<file path="src/rtl/dds_pkg.sv">
// Shared types and constants for the DDS frequency-sweep control path.
package dds_pkg;

  localparam int FTW_W = 32;
  localparam int DWELL_W = 16;
  localparam logic [FTW_W-1:0] DEFAULT_FTW = 32'h07AE_147A;

  typedef enum logic [1:0] {IDLE, RUN, DONE} state_t;

  typedef struct packed {
    logic [FTW_W-1:0]   start;
    logic [FTW_W-1:0]   stop;
    logic [FTW_W-1:0]   step;
    logic [DWELL_W-1:0] dwell;
    logic               cont;
  } sweep_cfg_t;

endpackage

</file>
<file path="src/rtl/dds_sweep_ctrl.sv">
// Sweep scheduler: steps the DDS tuning word from start to stop, holding each
// value for dwell+1 cycles, with one-shot or continuous (wrapping) operation.
module dds_sweep_ctrl #(
  parameter int FTW_W   = 32,
  parameter int DWELL_W = 16
) (
  input  logic               clk,
  input  logic               rst,
  input  logic               cfg_valid,
  output logic               cfg_ready,
  input  logic [FTW_W-1:0]   cfg_start,
  input  logic [FTW_W-1:0]   cfg_stop,
  input  logic [FTW_W-1:0]   cfg_step,
  input  logic [DWELL_W-1:0] cfg_dwell,
  input  logic               cfg_cont,
  input  logic               go,
  input  logic               abort,
  output logic [FTW_W-1:0]   ftw,
  output logic               ftw_upd,
  output logic               acc_clr,
  output logic               busy,
  output logic               done
);
  import dds_pkg::state_t;
  import dds_pkg::sweep_cfg_t;
  import dds_pkg::IDLE;
  import dds_pkg::RUN;
  import dds_pkg::DONE;
  import dds_pkg::DEFAULT_FTW;

  state_t             state;
  sweep_cfg_t         cfg_r;
  sweep_cfg_t         cfg_in;
  sweep_cfg_t         cfg_go;
  logic               cfg_loaded;
  logic [DWELL_W-1:0] cnt;
  logic               hs;
  logic [FTW_W:0]     nxt;
  logic               nxt_ok;

  // The carry bit catches a step that would wrap the accumulator word.
  function automatic logic in_range(input logic [FTW_W:0] val,
                                    input logic [FTW_W-1:0] lim);
    return ~val[FTW_W] & (val[FTW_W-1:0] <= lim);
  endfunction

  always_comb begin
    cfg_in       = '0;
    cfg_in.start = cfg_start;
    cfg_in.stop  = cfg_stop;
    cfg_in.step  = cfg_step;
    cfg_in.dwell = cfg_dwell;
    cfg_in.cont  = cfg_cont;
  end

  assign hs     = cfg_valid & cfg_ready;
  assign cfg_go = hs ? cfg_in : cfg_r;
  assign nxt    = {1'b0, ftw} + {1'b0, cfg_r.step};
  assign nxt_ok = in_range(nxt, cfg_r.stop);

  always_ff @(posedge clk or posedge rst) begin
    if (rst) begin
      state      <= IDLE;
      cfg_r      <= '0;
      cfg_loaded <= 1'b0;
      cnt        <= '0;
      ftw        <= DEFAULT_FTW;
      ftw_upd    <= 1'b0;
      acc_clr    <= 1'b0;
      busy       <= 1'b0;
      done       <= 1'b0;
      cfg_ready  <= 1'b1;
    end else begin
      ftw_upd <= 1'b0;
      acc_clr <= 1'b0;
      done    <= 1'b0;
      case (state)
        IDLE: begin
          if (hs) begin
            cfg_r      <= cfg_in;
            cfg_loaded <= 1'b1;
          end
          // A config offered alongside go is used by this very sweep.
          if (go && (cfg_loaded || hs)) begin
            state     <= RUN;
            ftw       <= cfg_go.start;
            cnt       <= cfg_go.dwell;
            ftw_upd   <= 1'b1;
            acc_clr   <= 1'b1;
            busy      <= 1'b1;
            cfg_ready <= 1'b0;
          end
        end
        RUN: begin
          if (abort) begin
            state     <= IDLE;
            busy      <= 1'b0;
            cfg_ready <= 1'b1;
          end else if (cnt != '0) begin
            cnt <= cnt - 1'b1;
          end else if (cfg_r.step != '0) begin
            if (nxt_ok) begin
              ftw     <= nxt[FTW_W-1:0];
              cnt     <= cfg_r.dwell;
              ftw_upd <= 1'b1;
            end else if (cfg_r.cont) begin
              ftw     <= cfg_r.start;
              cnt     <= cfg_r.dwell;
              ftw_upd <= 1'b1;
            end else begin
              state <= DONE;
              busy  <= 1'b0;
              done  <= 1'b1;
            end
          end
        end
        DONE: begin
          state     <= IDLE;
          cfg_ready <= 1'b1;
        end
        default: begin
          state     <= IDLE;
          busy      <= 1'b0;
          cfg_ready <= 1'b1;
        end
      endcase
    end
  end

endmodule

</file>
<file path="config.mk">
export PLATFORM = sky130hd
export DESIGN_NAME = dds_sweep_ctrl
export DESIGN_NICKNAME = d
export VERILOG_FILES = /design/src/rtl/dds_pkg.sv /design/src/rtl/dds_sweep_ctrl.sv
export SDC_FILE = /design/constraint.sdc
export NUM_CORES = 1
export LEC_CHECK = 0
export ABC_AREA = 0
export ABC_CLOCK_PERIOD_IN_PS = 8000
export CORE_ASPECT_RATIO = 1.2
export CORE_UTILIZATION = 35
export DETAILED_ROUTE_END_ITERATION = 10
export SETUP_SLACK_MARGIN = 0.02
export SLEW_MARGIN = 15
export SYNTH_ARGS = -nofsm -noshare
export SYNTH_HDL_FRONTEND = slang
export SYNTH_SLANG_ARGS = --single-unit
</file>
<file path="constraint.sdc">
create_clock -name clk -period 8 [get_ports clk]
set_input_delay 0.8 -clock clk [delete_from_list [all_inputs] [get_ports clk]]
set_output_delay 0.8 -clock clk [all_outputs]
set_load 0.01 [all_outputs]
</file>
==> flow_summary_export.csv, run 1 <==
group,metric,value,unit
floorplanning,die_area,0.0298,sq mm
critical_path,setup.worst_path.end_class,"flop",
place,place.gp.congestion,0.944,
critical_path,crit-reg2reg-launch,"ftw[5]$_DFFE_PP1P_",
critical_path,buffering_stage_count_on_the_worst_path_with_inverters_included,3,
synthesis,synthMuxAreaShare,9.33,%
detailed_routing,postRouteAntennaNets,0,
sta,timing_max_transition_violations_final,0,
floorplanning,core-area,0.0288,sq mm
sta,rsz0062_at_grt,"false",
clock_tree,postCtsSetupBuffers,0,
hold_path,hp-class,"reg -> reg",
critical_path,worst-r2r-cell-count,19,
clock_tree,cts.root.buffer_cell,"sky130_fd_sc_hd__clkbuf_16",
global_route,antenna_violations_before_repair,0,
synthesis,synth.yosys.warnings,0,
detailed_routing,number_of_search_and_repair_iterations_in_the_first_detailed_routing_pass,5,
outcome,outcome,"completed",
synthesis,synth_top_family_by_area,"compound AO/OA/AOI/OAI gates",
global_route,maximum_number_of_pins_on_one_net_before_global_route_repair,97,
hold_path,whs_endpoint,"cfg_loaded$_DFFE_PP0P_",
clock_tree,clkSlewWorstSetupHoldPaths,0.07,ns
clock_tree,cts_repair_resize_count,0,
synthesis,postSynth.asyncResetShare,100,%
sta,finalCriticalPeriod,5.65,ns
detailed_routing,drtIter0Drc,561,
detailed_routing,routed_via_count,8677,
synthesis,synthAdderAreaFrac,8.17,%
layout,filler_cell_count,2840,
synthesis,ys_types,76,
global_route,grt_remaining_overflow,0,
floorplanning,die_height,189,um
critical_path,critical_path.reg2reg.endpoint,"ftw[15]$_DFFE_PP0P_",
place,port_buffers,154,
layout,top_library_cells_by_usage_in_the_layout_fill_and_taps_aside,"sky130_fd_sc_hd__clkdlybuf4s50_1 (154), sky130_fd_sc_hd__dfrtp_1 (153), sky130_fd_sc_hd__nand2_1 (123)",
clock_tree,hold_bufs_inserted_after_cts,0,
synthesis,synthesized_area,0.0102,sq mm
critical_path,critical_path.max_fanout,60,
critical_path,crit_path_top_delay_cell,"sky130_fd_sc_hd__buf_4",
sta,setup-violations-final,0,
critical_path,critical_path_class,"reg -> reg",
sta,setup_total_negative_slack,0,ns
clock_tree,cts-buffers-inserted,17,
synthesis,postSynthAreaPerCell,9.60,sq um
synthesis,synth_compound_area_share,18.6,%
sta,period_share,70.6,%
sta,f_max,0.177,GHz
global_route,aggregate_global_route_resource_usage,21.5,%
critical_path,r2r_slack,2.35,ns
critical_path,arrival_time_reported_for_the_critical_path_endpoint,5.98,ns
layout,drive_above_1_share,13.6,%
floorplanning,initial_utilization,35.5,%
critical_path,crit_family,"compound AO/OA/AOI/OAI gates",
synthesis,post_synthesis_register_bit_count,169,
hold_path,hold_path_depth,1,
floorplanning,dieWidth,158,um
run,cap_viol_max_count,0,
clock_tree,clk_latency,0.45,ns
synthesis,synth-xor-area-share,2.66,%
clock_tree,htree_num_levels,4,
detailed_routing,route.detailed.vias_per_inst,5.44,
detailed_routing,routed_wire_length_per_instance,19.7,um
critical_path,worst_ep_required_time,8.33,ns
sta,slew_headroom,32.3,%
sta,worst_clock_skew,0.0138,ns
synthesis,synth_enable_flop_cells,0,
floorplanning,std_cell_rows,68,
sta,finalHoldViolCount,0,
clock_tree,cts.sinks,169,
clock_tree,ctsLongestPathBuffers,2,
clock_tree,cts_tree,"yes",
synthesis,synth_flop_cell,"sky130_fd_sc_hd__dfrtp_1",
synthesis,synth_cells,1063,
detailed_routing,detail_route.wirelength,31400,um
floorplanning,pin_count,155,
layout,area_of_the_multi_input_gates,0.00558,sq mm
layout,num-nets-final,1380,
critical_path,critical_path.cell_chain,"ha_1 -> a21o_1 -> a211o_1 -> o21a_1 -> o31ai_1 -> nor3_1 -> or3_1 -> and2_1 -> ha_1 -> and4_1 -> nor4bb_1 -> nor2b_1 -> o41a_1 -> a211oi_2 -> buf_4 -> a31oi_4 -> buf_4 -> inv_1 -> a2bb2oi_1",
synthesis,seq_area_frac_synth,41.6,%
sta,tightestPinTransition,1.01,ns
global_route,first_global_vias,8372,
layout,area_growth_syn_to_layout,24.7,%
place,detailed_place_hpwl,23900,um
critical_path,critical-path-max-stage-delay,0.55,ns
layout,sequential_cell_area,0.00425,sq mm
synthesis,synthSimpleGateAreaFrac,15.6,%
synthesis,syn_nets,1247,
detailed_routing,drc,0,
global_route,global_route_wire_length_before_repair,48300,um
layout,layout.cells.most_common,"sky130_fd_sc_hd__clkdlybuf4s50_1",
hold_path,hold_path_startpoint,"cfg_loaded$_DFFE_PP0P_",
critical_path,crit_path_start_kind,"flop",
==> flip-flops by register name, indices dropped and copies added, names as in the netlist <==
name and flops:
cfg_r 113, ftw 32, cnt 16, state 2
acc_clr 1, busy 1, cfg_loaded 1, cfg_ready 1
done 1, ftw_upd 1
==> cell type report <==
type	count	area share (%)
Antenna cell	1	0.0197
Timing Repair Buffer	163	12.6
Clock inverter	14	1.35
Tap cell	385	3.79
Inverter	52	1.57
Clock buffer	18	3.37
Sequential cell	169	33.4
Multi-Input combinational cell	793	43.8
==> kinds of logic (layout without fill, tap and decap cells) <==
kind of cell	Yosys count	after routing
xor gates and xnor gates	31	31
and+or+nand+nor	322	322
AOI/OAI and AO/OA	289	289
DFF	169	169
adders and majority gates	66	66
buffers and inverters	101	247
other	0	1
muxes	85	85
==> cells in the mapped netlist (21+ instances only) <==
| cell | instances | share of area [%] |
|---|---|---|
| sky130_fd_sc_hd__clkbuf_1 | 35 | 1.3 |
| sky130_fd_sc_hd__nor2_1 | 57 | 2.1 |
| sky130_fd_sc_hd__inv_1 | 52 | 1.9 |
| sky130_fd_sc_hd__xnor2_1 | 23 | 2.0 |
| sky130_fd_sc_hd__mux2_2 | 81 | 8.9 |
| sky130_fd_sc_hd__a21oi_1 | 58 | 2.8 |
| sky130_fd_sc_hd__nand3_1 | 22 | 1.1 |
| sky130_fd_sc_hd__dfrtp_1 | 153 | 38 |
| sky130_fd_sc_hd__nand2_1 | 123 | 4.5 |
| sky130_fd_sc_hd__ha_1 | 65 | 8.0 |
| sky130_fd_sc_hd__o21ai_0 | 85 | 4.2 |
| sky130_fd_sc_hd__nor4_1 | 21 | 1.3 |
==> through the flow <==
stage | area [sq um] | util (%) | hold WS [ns] | setup slack [ns] | std cells
final | 12700 | 44.2 | 0.483 | 2.35 | 1595
after global routing | 12700 | 44.2 | 0.513 | 2.01 | 1594
after CTS | 12700 | 44.2 | 0.497 | 2.35 | 1594
after detailed placement | 12100 | 42.1 | 0.481 | 2.37 | 1562
after global placement | 12100 | 42.1 | 0.465 | 2.36 | 1562
after floorplan | 10200 | - | 0.442 | 2.65 | 1063
==> worst max path at each step <==
stage / from / endpoint / cells past startpoint
after global placement: ftw[5]$_DFFE_PP1P_ / cnt[14]$_DFFE_PP0P_ / 18
after floorplan: rst / acc_clr$_DFF_PP0_ / 1
after CTS: ftw[5]$_DFFE_PP1P_ / ftw[15]$_DFFE_PP0P_ / 19
after global routing: ftw[5]$_DFFE_PP1P_ / ftw[15]$_DFFE_PP0P_ / 19
after detailed placement: ftw[5]$_DFFE_PP1P_ / ftw[15]$_DFFE_PP0P_ / 19
final: ftw[5]$_DFFE_PP1P_ / ftw[15]$_DFFE_PP0P_ / 19
==> metal layers <==
metal / share of wire [%] / track usage (%) / vias up
met5: 0 / 0 / -
met4: 2.6 / 7.58 / 0
met3: 5.2 / 4.65 / 40
met2: 49 / 35.5 / 236
met1: 44 / 27.4 / 4248
li1: - / - / 4153
Power of run 1 is left out: the tool's default activity adds up to more than one toggle a clock period on the data nets, which glitch-free logic cannot reach.
==> run 2, diff against run 1 <==
- ABC_CLOCK_PERIOD_IN_PS: 8000 -> 4800
- clock period: 8 -> 4.8 ns (I/O delays scaled with it)
==> flow_summary_export.csv, run 2 (same netlist as run 1, synthesis figures left out) <==
group,metric,value,unit
sta,setup-violations-final,0,
clock_tree,cts_tree,"yes",
layout,largest_register_ff_count,113,
global_route,maximum_number_of_pins_on_one_net_before_global_route_repair,170,
floorplanning,std_cell_rows,68,
critical_path,critical-path-max-stage-delay,0.44,ns
sta,final_critical_path_setup_slack,0.0502,ns
critical_path,worst-r2r-cell-count,19,
place,place.gp.congestion,0.886,
detailed_routing,routed_via_count,9137,
place,port_buffers,154,
global_route,aggregate_global_route_resource_usage,22.5,%
clock_tree,clkSlewWorstSetupHoldPaths,0.07,ns
clock_tree,cts.root.buffer_cell,"sky130_fd_sc_hd__clkbuf_16",
sta,finalCriticalPeriod,4.75,ns
layout,stdcell_area,0.0146,sq mm
place,detailed_place_hpwl,24600,um
sta,tightestPinTransition,1.03,ns
critical_path,critical_path.reg2reg.endpoint,"ftw[26]$_DFFE_PP1P_",
place,post_placement_worst_setup_slack,-0.224,ns
clock_tree,htree_num_levels,4,
global_route,antenna_violations_before_repair,1,
floorplanning,die_height,189,um
critical_path,critical_path.cell_chain,"ha_1 -> a21oi_1 -> o211ai_1 -> o22ai_1 -> o211ai_1 -> a41oi_1 -> xnor2_1 -> ha_1 -> a21oi_2 -> nor2_1 -> a2111o_1 -> a211o_1 -> a211oi_2 -> buf_4 -> a31oi_4 -> buf_12 -> buf_12 -> buf_6 -> a22o_1",
layout,layout.cells.most_common,"sky130_fd_sc_hd__clkdlybuf4s50_1",
floorplanning,core-area,0.0288,sq mm
clock_tree,ctsLongestPathBuffers,2,
hold_path,hold_path_depth,1,
clock_tree,clk_latency,0.45,ns
layout,area_growth_syn_to_layout,42.7,%
hold_path,hp-class,"reg -> reg",
run,cap_viol_max_count,0,
critical_path,crit_path_start_kind,"flop",
layout,top_library_cells_by_usage_in_the_layout_fill_and_taps_aside,"sky130_fd_sc_hd__clkdlybuf4s50_1 (154), sky130_fd_sc_hd__dfrtp_1 (151), sky130_fd_sc_hd__nand2_1 (117)",
layout,num-nets-final,1502,
detailed_routing,routed_wire_length_per_instance,19.4,um
sta,timing_max_transition_violations_final,0,
detailed_routing,drtIter0Drc,524,
global_route,global_route_wire_length_before_repair,50600,um
sta,finalHoldViolCount,0,
sta,f_max,0.211,GHz
global_route,grt_remaining_overflow,0,
layout,layoutNonFillerInstCount,1716,
detailed_routing,postRouteAntennaNets,0,
place,placement.cell_area,0.0129,sq mm
layout,regMostFlops,"cfg_r",
detailed_routing,drc,0,
critical_path,critical_path_class,"reg -> reg",
clock_tree,cts.sinks,169,
hold_path,hold_path_startpoint,"cfg_loaded$_DFFE_PP0P_",
detailed_routing,number_of_search_and_repair_iterations_in_the_first_detailed_routing_pass,5,
detailed_routing,detail_route.wirelength,33300,um
floorplanning,initial_utilization,35.5,%
place,dpl.cell_count,1657,
critical_path,critical_path.max_fanout,7,
layout,filler_cell_count,2708,
clock_tree,cts-buffers-inserted,17,
layout,reg_top3,"cfg_r (113), ftw (32), cnt (16)",
sta,rsz0062_at_grt,"true",
critical_path,setup.worst_path.end_class,"flop",
sta,slew_headroom,30.6,%
detailed_routing,route.detailed.vias_per_inst,5.32,
sta,period_share,99.0,%
critical_path,worst_ep_required_time,5.17,ns
floorplanning,dieWidth,158,um
hold_path,whs_endpoint,"cfg_loaded$_DFFE_PP0P_",
critical_path,buffering_stage_count_on_the_worst_path_with_inverters_included,4,
critical_path,r2r_slack,0.05,ns
layout,drive_above_1_share,28.3,%
critical_path,crit_path_top_delay_cell,"sky130_fd_sc_hd__ha_1",
outcome,outcome,"completed",
critical_path,arrival_time_reported_for_the_critical_path_endpoint,5.12,ns
sta,worst_clock_skew,0.0145,ns
global_route,first_global_vias,9278,
critical_path,crit_family,"compound AO/OA/AOI/OAI gates",
critical_path,crit-reg2reg-launch,"ftw[20]$_DFFE_PP0P_",
sta,setup_total_negative_slack,0,ns
floorplanning,pin_count,155,
floorplanning,die_area,0.0298,sq mm
layout,antenna_cells,0,
[run 2: metal layers]
metal | vias up | part of all wire [%] | GRT usage (%)
met1 | 4495 | 44 | 28.6
met4 | 2 | 2.6 | 7.92
met3 | 48 | 4.7 | 4.76
met5 | - | 0.039 | 0
met2 | 194 | 49 | 37.2
li1 | 4398 | - | -
[run 2: per-stage QoR]
| step | hold WS, ns | util, % |
|---|---|---|
| after global routing | 0.512 | 50.6 |
| after CTS | 0.480 | 47.4 |
| final | 0.474 | 50.6 |
| after global placement | 0.478 | 44.9 |
| after floorplan | 0.442 | - |
| after detailed placement | 0.464 | 44.9 |
[run 2: repair_timing]
action                     in CTS  in global routing
gates cloned                    0                  3
hold buffers                    0                  0
pin swaps                       8                 67
setup buffers                   3                 23
gates resized for setup        20                125
setup endpoints to repair      47                 53
[run 2: how the worst max path moves through the flow]
| stage | slack (ns) | depth (start not counted) | endpoint | from |
|---|---|---|---|---|
| after global placement | -0.19 | 21 | ftw[20]$_DFFE_PP0P_ | ftw[1]$_DFFE_PP1P_ |
| after global routing | -0.10 | 22 | ftw[25]$_DFFE_PP1P_ | ftw[3]$_DFFE_PP1P_ |
| after detailed placement | -0.22 | 21 | ftw[20]$_DFFE_PP0P_ | cfg_r[18]$_DFFE_PP0P_ |
| final | 0.05 | 19 | ftw[26]$_DFFE_PP1P_ | ftw[20]$_DFFE_PP0P_ |
| after floorplan | 0.02 | 18 | ftw[30]$_DFFE_PP0P_ | ftw[5]$_DFFE_PP1P_ |
| after CTS | 0.02 | 20 | ftw[31]$_DFFE_PP0P_ | ftw[1]$_DFFE_PP1P_ |
[run 2: worst register-to-register path, delay by kind of cell, from the launching register on]
kind | cells | cell delay, ns
AND/OR/NAND/NOR | 1 | 0.05
flip-flops | 1 | 0.43
buffers and inverters | 4 | 0.65
adder cells (fa/ha/maj) | 2 | 0.75
AO/OA/AOI/OAI | 11 | 2.59
XOR/XNOR | 1 | 0.21
[run 2: layout make-up]
class / instances / area (sq um) / share of cell area, %
clock inverter: 11 / 145 / 0.997
timing repair buffer: 285 / 2720 / 18.7
inverter: 52 / 199 / 1.37
clock buffer: 21 / 440 / 3.02
sequential: 169 / 4250 / 29.2
tap: 385 / 482 / 3.31
multi-input combinational: 793 / 6330 / 43.5
Power of run 2 is left out for the same reason.
